==> src/rtl/pdm_audio_pkg.sv <==
// Purpose: shared constants and interpolator FSM encoding for the PDM audio path.
// Latency: n/a (declarations only).
// Backpressure: n/a.
package pdm_audio_pkg;

  // Defaults shared with the delta-sigma modulator downstream.
  localparam int PDM_WIDTH    = 16;
  localparam int PDM_OSR_LOG2 = 8;

  typedef enum logic [1:0] {
    ST_IDLE  = 2'd0,
    ST_PRIME = 2'd1,
    ST_RUN   = 2'd2
  } interp_state_e;

endpackage

==> src/rtl/audio_sample_fifo.sv <==
// Purpose: small synchronous sample FIFO, 2**FIFO_AW entries, head visible while non-empty.
// Latency: push visible at head/level one clk after the push edge.
// Backpressure: push ignored while full, pop ignored while empty; push and pop may coincide.
//
// Ports: clk, rst_n (async active-low); push_vld/push_dat write side; pop read side;
//        head_dat = oldest entry; full/empty flags; level = occupancy 0..depth.
module audio_sample_fifo #(
  parameter int WIDTH   = 16,
  parameter int FIFO_AW = 2
) (
  input  logic               clk,
  input  logic               rst_n,
  input  logic               push_vld,
  input  logic [WIDTH-1:0]   push_dat,
  input  logic               pop,
  output logic [WIDTH-1:0]   head_dat,
  output logic               full,
  output logic               empty,
  output logic [FIFO_AW:0]   level
);

  localparam int DEPTH = 2 ** FIFO_AW;

  logic [WIDTH-1:0] mem_q [DEPTH];
  logic [WIDTH-1:0] mem_d [DEPTH];
  logic [FIFO_AW:0] wr_ptr_q, wr_ptr_d;
  logic [FIFO_AW:0] rd_ptr_q, rd_ptr_d;
  logic             do_push, do_pop;

  // Pointers carry one extra wrap bit: equal low bits with differing MSB means full.
  assign full     = (wr_ptr_q[FIFO_AW] != rd_ptr_q[FIFO_AW]) &&
                    (wr_ptr_q[FIFO_AW-1:0] == rd_ptr_q[FIFO_AW-1:0]);
  assign empty    = (wr_ptr_q == rd_ptr_q);
  assign level    = wr_ptr_q - rd_ptr_q;
  assign head_dat = mem_q[rd_ptr_q[FIFO_AW-1:0]];
  assign do_push  = push_vld && !full;
  assign do_pop   = pop && !empty;

  always_comb begin
    mem_d    = mem_q;
    wr_ptr_d = wr_ptr_q;
    rd_ptr_d = rd_ptr_q;
    if (do_push) begin
      mem_d[wr_ptr_q[FIFO_AW-1:0]] = push_dat;
      wr_ptr_d = wr_ptr_q + (FIFO_AW+1)'(1);
    end
    if (do_pop) begin
      rd_ptr_d = rd_ptr_q + (FIFO_AW+1)'(1);
    end
  end

  always_ff @(posedge clk or negedge rst_n) begin
    if (!rst_n) begin
      wr_ptr_q <= '0;
      rd_ptr_q <= '0;
      for (int i = 0; i < DEPTH; i++) mem_q[i] <= '0;
    end else begin
      wr_ptr_q <= wr_ptr_d;
      rd_ptr_q <= rd_ptr_d;
      mem_q    <= mem_d;
    end
  end

endmodule

==> src/rtl/pdm_sample_interpolator.sv <==
// Purpose: buffers low-rate audio samples and linearly interpolates OSR values per sample.
// Latency: dout is one register after the phase/prev/cur it is computed from.
// Backpressure: s_ready = !full (combinational); an empty FIFO at a wrap raises underrun.
//
// Ports: clk, rst_n (async active-low); s_data/s_valid/s_ready sample input handshake;
//        en run enable; dout interpolated sample; underrun 1-clk pulse; level FIFO occupancy.
module pdm_sample_interpolator
  import pdm_audio_pkg::*;
#(
  parameter int WIDTH    = PDM_WIDTH,
  parameter int OSR_LOG2 = PDM_OSR_LOG2,
  parameter int FIFO_AW  = 2
) (
  input  logic                    clk,
  input  logic                    rst_n,
  input  logic signed [WIDTH-1:0] s_data,
  input  logic                    s_valid,
  output logic                    s_ready,
  input  logic                    en,
  output logic signed [WIDTH-1:0] dout,
  output logic                    underrun,
  output logic [FIFO_AW:0]        level
);

  localparam int                  PW         = WIDTH + 1 + OSR_LOG2;
  localparam logic [OSR_LOG2-1:0] PHASE_LAST = '1;

  interp_state_e           state_q, state_d;
  logic [OSR_LOG2-1:0]     phase_q, phase_d;
  logic signed [WIDTH-1:0] prev_q, prev_d;
  logic signed [WIDTH-1:0] cur_q, cur_d;
  logic signed [WIDTH-1:0] dout_q, dout_d;
  logic                    underrun_q, underrun_d;

  logic                    fifo_full, fifo_empty, fifo_pop;
  logic [WIDTH-1:0]        fifo_head;
  logic signed [WIDTH:0]   diff;
  logic signed [PW-1:0]    prod;
  logic signed [WIDTH-1:0] interp;

  audio_sample_fifo #(
    .WIDTH   (WIDTH),
    .FIFO_AW (FIFO_AW)
  ) u_fifo (
    .clk      (clk),
    .rst_n    (rst_n),
    .push_vld (s_valid),
    .push_dat (s_data),
    .pop      (fifo_pop),
    .head_dat (fifo_head),
    .full     (fifo_full),
    .empty    (fifo_empty),
    .level    (level)
  );

  assign s_ready  = !fifo_full;
  assign dout     = dout_q;
  assign underrun = underrun_q;

  // One extra bit on diff covers the full -2^W..2^W-1 span between two samples; phase is
  // unsigned so it is zero-extended. The shift floors toward -inf, which keeps the
  // result between prev and cur, so truncating the sum back to WIDTH cannot wrap.
  assign diff   = {cur_q[WIDTH-1], cur_q} - {prev_q[WIDTH-1], prev_q};
  assign prod   = $signed({{OSR_LOG2{diff[WIDTH]}}, diff}) *
                  $signed({{(WIDTH+1){1'b0}}, phase_q});
  assign interp = WIDTH'(prev_q + (prod >>> OSR_LOG2));

  always_comb begin
    state_d    = state_q;
    phase_d    = phase_q;
    prev_d     = prev_q;
    cur_d      = cur_q;
    dout_d     = dout_q;
    underrun_d = 1'b0;
    fifo_pop   = 1'b0;
    unique case (state_q)
      ST_IDLE: begin
        phase_d = '0;
        if (en) state_d = ST_PRIME;
      end
      ST_PRIME: begin
        if (!en) begin
          state_d = ST_IDLE;
        end else if (!fifo_empty) begin
          prev_d   = cur_q;
          cur_d    = fifo_head;
          fifo_pop = 1'b1;
          phase_d  = '0;
          state_d  = ST_RUN;
        end
      end
      ST_RUN: begin
        if (!en) begin
          // Disable wins over a wrap in the same clk: no pop, output frozen.
          state_d = ST_IDLE;
          phase_d = '0;
        end else begin
          dout_d  = interp;
          phase_d = phase_q + OSR_LOG2'(1);
          if (phase_q == PHASE_LAST) begin
            prev_d = cur_q;
            // A push landing this same clk is not visible yet, so it cannot rescue the wrap.
            if (!fifo_empty) begin
              cur_d    = fifo_head;
              fifo_pop = 1'b1;
            end else begin
              underrun_d = 1'b1;
            end
          end
        end
      end
      default: state_d = ST_IDLE;
    endcase
  end

  always_ff @(posedge clk or negedge rst_n) begin
    if (!rst_n) begin
      state_q    <= ST_IDLE;
      phase_q    <= '0;
      prev_q     <= '0;
      cur_q      <= '0;
      dout_q     <= '0;
      underrun_q <= 1'b0;
    end else begin
      state_q    <= state_d;
      phase_q    <= phase_d;
      prev_q     <= prev_d;
      cur_q      <= cur_d;
      dout_q     <= dout_d;
      underrun_q <= underrun_d;
    end
  end

endmodule

==> config.mk <==
export PLATFORM = sky130hd
export DESIGN_NAME = pdm_sample_interpolator
export DESIGN_NICKNAME = d
export VERILOG_FILES = /design/src/rtl/pdm_audio_pkg.sv /design/src/rtl/audio_sample_fifo.sv /design/src/rtl/pdm_sample_interpolator.sv
export SDC_FILE = /design/constraint.sdc
export NUM_CORES = 1
export LEC_CHECK = 0
export BUFFER_PORTS_ARGS = -buffer_cell sky130_fd_sc_hd__clkbuf_2
export CORE_ASPECT_RATIO = 1.1
export CORE_MARGIN = 4
export CORE_UTILIZATION = 50
export CTS_CLUSTER_DIAMETER = 60
export DETAILED_ROUTE_END_ITERATION = 7
export PLACE_DENSITY = 0.66
export SLEW_MARGIN = 5
export SYNTH_ARGS = -nofsm -noshare
export SYNTH_HDL_FRONTEND = slang
export SYNTH_SLANG_ARGS = --single-unit
==> constraint.sdc <==
create_clock -name clk -period 12.7 [get_ports clk]
set_input_delay 1.905 -clock clk [delete_from_list [all_inputs] [get_ports clk]]
set_output_delay 1.905 -clock clk [all_outputs]
set_load 0.05 [all_outputs]
# Word level (Yosys, flattened, before mapping)
# Index checks and enable logic that the tools add are counted.
[word_totals]
ff_bits = 129
inputBits = 20
output_inout_bits = 21
[classes]
n_addsub = 6
n_mul = 1
n_lt_le_gt_ge = 3
n_eq_ne = 13
muxes = 34
bitwise = 2
reduce_logical = 14
[op_table]
columns = ["cell", "count"]
rows = [
  ["$mux W16", 11],
  ["$bwmux W64", 1],
  ["$pmux W16 S2", 2],
  ["$bmux W16 S2", 1],
  ["$demux W16 S2", 1],
  ["$mul A17 B9 Y24", 1],
  ["$mux W8", 3],
  ["$pmux W8 S3", 1],
  ["$sub A16 B16 Y17", 1],
  ["$add A16 B16 Y16", 1],
  ["$ne A2 B2 Y1 const B", 6],
  ["$add A8 B1 Y8 const B", 1],
  ["$eq A8 B8 Y1 const B", 1],
  ["$mux W1", 8],
  ["$mux W2", 4],
  ["$add A3 B1 Y3 const B", 2],
  ["$ge A3 B3 Y1 const B", 2],
  ["$not A2 Y3", 2],
  ["$pmux W2 S3", 1],
  ["$reduce_and A3 Y1", 2],
  ["$reduce_and A5 Y1", 1],
  ["$logic_and A1 B1 Y1", 4],
  ["$reduce_and A4 Y1", 1],
  ["$eq A3 B3 Y1", 1],
  ["13 further kinds", 14],
]

# Depth between registers and ports, before layout
[depth]
word_depth = 8
mapped_depth = 38
depth_no_buf = 38

# By module
# A second synthesis with hierarchy kept.
[hier_totals]
hier_cells = 1118
area_unflattened_um2 = 11436.0
[modules_own_cells]
columns = ["module", "n_inst", "cells_each", "area_per_inst_um2", "seq_area_each_um2"]
rows = [
  ["pdm_sample_interpolator", 1, 918, 8199.1, 1476.4],
  ["audio_sample_fifo", 1, 200, 3236.9, 1751.7],
]

# Worst setup path after synthesis
# No wires, ideal clock.
[synth_timing]
kind = "reg2reg"
startpoint = "reg prev_q[1]"
endpoint = "reg dout_q[15], in the netlist dout[15]"
arrival_time_ns = 7.775
required_ns = 12.624
path_slack_ns = 4.848
stages_incl_launch_ff = 37
path_buffers = 0
synth_period_minus_slack_ns = 7.852
path_cell_list = "dfrtp_1 inv_1 ha_1 nor2b_1 o21ai_0 a21boi_0 o21ai_0 a21oi_1 o2111ai_1 nand3b_1 xor2_1 nand2_1 fa_1 inv_1 fa_1 fa_1 inv_1 fa_1 inv_1 ha_1 a21o_1 a211oi_1 a21boi_0 o21a_1 o21a_1 nor2_1 xnor2_1 ha_1 a21o_1 a21oi_1 o31ai_1 o31ai_2 o2111ai_1 a21oi_1 xnor2_1 xnor3_1 o21ai_1"
[synth_via]
elab_chain_len = 3
[synth_rtl]
columns = ["element", "line", "source"]
rows = [
  ["from (decl)", "pdm_sample_interpolator.sv:30", "logic signed [WIDTH-1:0] prev_q, prev_d;"],
  ["from (signal assigned)", "pdm_sample_interpolator.sv:127", "prev_q <= prev_d;"],
  ["$sub A16 B16 Y17", "pdm_sample_interpolator.sv:63", "assign diff = {cur_q[WIDTH-1], cur_q} - {prev_q[WIDTH-1], prev_q};"],
  ["$mul A17 B9 Y24", "pdm_sample_interpolator.sv:64", "assign prod = $signed({{OSR_LOG2{diff[WIDTH]}}, diff}) *"],
  ["$add A16 B16 Y16 *", "pdm_sample_interpolator.sv:66", "assign interp = WIDTH'(prev_q + (prod >>> OSR_LOG2));"],
  ["to (signal assigned)", "pdm_sample_interpolator.sv:129", "dout_q <= dout_d;"],
  ["to (decl)", "pdm_sample_interpolator.sv:32", "logic signed [WIDTH-1:0] dout_q, dout_d;"],
]
# Mark *: on every way between the ends. The rest lies on a longest branch, timed or not.
# A chain may end at the register's enable or synchronous reset.

# Worst setup path after layout
# Same ends and word-level chain as after synthesis.

==> out/results.tsv <==
stage	metric	value	unit
synthesis	Syn Nets	1380	
worst_setup_path	CP required	13050	ps
worst_setup_path	CP endpoint kind	register	
grt	All-Layer GR Usage	20.6	%
drt	via count	8300	
clock_tree	root buffer cell	clkbuf_16	
worst_setup_path	highest-delay cell along the critical path	xor2_1	
placed_design	Placed Area	12200	um^2
sta	final slew viol count	0	
pwr	total power per unit cell area	232	nW/um^2
synthesis	FF+latch count, synth	129	
clock_tree	CTS sink cnt	129	
synthesis	Post-Synth Simple-Gate Area	12.4	%
layout	commonest non-fill, non-tap cells in the layout	189 x inv_1, 129 x dfrtp_1, 122 x nand2_1	
synthesis	yosys warns	0	
synthesis	Mean Syn Cell Area	10.0	um^2
die	core area	22900	um^2
clock_tree	maximum root-to-sink buffer count	2	
worst_setup_path	reg2reg start	prev_q[1]$_DFFE_PN0P_	
grt	grt ovf	0	
worst_setup_path	crit path max fanout	8	
status	status	finished clean	
clock_tree	Skew-Pair Late Insertion Delay	420	ps
sta	Slew @ Worst Pin	981	ps
grt	pin count of the biggest net entering global routing	74	
die	IO Count	41	
sta	Final Cycle Share	71.8	%
synthesis	sequential cell area fraction in the yosys report	27.6	%
drt	DR iter-0 viols	419	
die	Starting Density	51.1	%
sta	RSZ-0062 raised after global routing	false	
hold_path	hold crit path type	reg2reg	
synthesis	synthesized instance count	1168	
sta	max_slew headroom	34.6	%
die	row count	58	
layout	share of layout cells above drive strength 1	17.0	%
synthesis	multiplexer share of the synthesized area	12.2	%
drt	TritonRoute pass-1 iters	5	
drt	WL per Instance	16.9	um
die	chip height	169	um
synthesis	unique cell type count in the Yosys netlist	61	
die	DIE WIDTH	154	um
drt	routed vias/inst	5.51	
clock_tree	hold_buf cts	0	
synthesis	Synth Cell Area	11700	um^2
sta	# setup viols final	0	
worst_setup_path	Crit Path Category	reg2reg	
clock_tree	Worst-path clk slew	70	ps
synthesis	main flop type after synthesis	dfrtp_1	
hold_path	hold_sp	dout[2]$_DFFE_PN0P_	
placed_design	DP HPWL	19000	um
layout	Syn-to-layout area delta	9.30	%
synthesis	EDFF count, synth	0	
synthesis	largest family of logic cells by synthesized area	adder cells	
sta	FMAX	110	MHz
clock_tree	htree depth	4	
placed_design	port buffer count	40	
drt	# DRC	0	
pwr	Pleak	6.38	nW
sta	Final min period	9110	ps
synthesis	Synth Area in XOR/XNOR	3.56	%
flow_run	max_cap viols	0	
pwr	peak supply drop	307	uV
layout	Finished Cell Area	12800	um^2
sta	Final Hold Vio Count	0	
worst_setup_path	Max stage delay on crit path	670	ps
synthesis	Synth Area in Compound Gates	9.53	%
placed_design	Placer Congestion	0.842	
grt	global-route wire length before repair	43600	um
synthesis	asr flop ratio synth	100	%
worst_setup_path	Crit. Startpoint	prev_q[1]$_DFFE_PN0P_	
sta	TNS Setup	0	ps
clock_tree	TritonCTS clock tree	yes	
layout	leading cell type in the layout, fill and taps excluded	inv_1	
sta	Setup Skew	10.6	ps
worst_setup_path	Worst Path Arrival	9470	ps
layout	Layout Nets	1405	
drt	DRT antenna net count	0	
worst_setup_path	Worst setup SP type	register	
clock_tree	cts repair resizes	0	
clock_tree	CTS Buf Count	17	
synthesis	adder-cell share of the synthesized area	27.2	%
die	die area	25900	um^2
layout	fin util	55.8	%
drt	Total Wirelength	25400	um
clock_tree	Post-CTS Setup Inserts	0	
grt	vias in the first global route	8709	
grt	initial antenna violation count	0	
sequential cells by signal, indices dropped and copies added (netlist names):
register / cells
underrun: 1
phase_q: 8
state_q: 2
cur_q: 16
prev_q: 16
u_fifo.mem_q: 64
dout: 16
u_fifo.wr_ptr_q: 3
u_fifo.rd_ptr_q: 3
critical path, delay by kind of cell, from the launching register on:
kind / cells / cell delay [ps]
buf+inv: 4 / 230
simple gates: 4 / 550
flops: 1 / 460
compound gates: 17 / 3670
xor+xnor: 4 / 1200
fa+ha+maj: 7 / 2950
cell usage after synthesis, types with 3 or more instances:
master	n	area share, %
inv_1	189	6.1
dfrtp_1	129	28
nand2_1	122	3.9
fa_1	105	18
mux2_2	94	9.0
ha_1	87	9.3
and2_1	44	2.3
clkbuf_1	40	1.3
nor2_1	36	1.2
o21ai_0	36	1.5
xnor2_1	36	2.7
a21oi_1	26	1.1
nand3_1	26	1.1
mux4_2	16	3.1
nor2b_1	16	0.85
nor3_1	13	0.56
a21o_1	11	0.70
a211oi_1	10	0.64
o21a_1	10	0.64
o211ai_1	9	0.58
xor2_1	9	0.67
and2b_1	7	0.45
and3_1	7	0.37
o21bai_1	7	0.45
a211o_1	6	0.45
a311oi_1	6	0.45
nand2b_1	6	0.32
o31ai_1	5	0.32
a31oi_1	4	0.21
buf_1	4	0.13
nand3b_1	4	0.26
nand4_1	4	0.21
o311a_1	4	0.34
o311ai_0	4	0.30
or2_2	3	0.16
or3_1	3	0.16
layout make-up:
class,count,area [um^2]
multi-input combinational,805,7610
clock inverter,15,171
timing repair buffer,51,285
antenna,1,2.50
tap,300,375
sequential,129,3230
fill,2063,10100
clock buffer,17,425
inverter,189,709
final timing paths:
check | end | slack (ps) | cells past startpoint
setup reg to reg | dout[15]$_DFFE_PN0P_ | 3590 | 36
hold reg to reg | dout[2]$_DFFE_PN0P_ | 480 | 2
setup / recovery | dout[15]$_DFFE_PN0P_ | 3590 | 36
hold / removal | dout[2]$_DFFE_PN0P_ | 480 | 2
max in group asynchronous | cur_q[5]$_DFFE_PN0P_ | 9750 | 2
min in group asynchronous | u_fifo.mem_q[28]$_DFFE_PN0P_ | 1520 | 1
through the flow:
step	cells	power (W)	setup WS, ps	hold slack, ps
CTS	1506	0.00299	3650	490
floorplan	1168	0.00202	4850	465
global placement	1474	0.00244	3770	469
detailed placement	1474	0.00247	3710	470
finish	1507	0.00297	3590	480
global route	1506	0.00320	2930	512
routing by layer:
metal / share of wire [%] / wire [um] / GRT usage [%]
met1: 45 / 11300 / 27.3
met2: 50 / 12600 / 35.3
met3: 3.9 / 997 / 3.25
met4: 1.7 / 429 / 5.68
met5: 0 / 0 / 0
where the power goes:
group	internal [W]	total [W]	leakage, nW	switching, W
clock network	0.000295	0.000496	0.291	0.000201
logic	0.000649	0.00173	4.52	0.00108
registers	0.000608	0.000749	1.57	0.000141
total	0.00155	0.00297	6.38	0.00142
cells by family after synthesis:
kind of cell    Yosys count
mux                     111
xor+xnor                 46
simple gates            297
fa+ha+maj               192
compound gates          159
buf+inv                 234
flops                   129
Note: power is estimated with default switching activity, not from simulation.
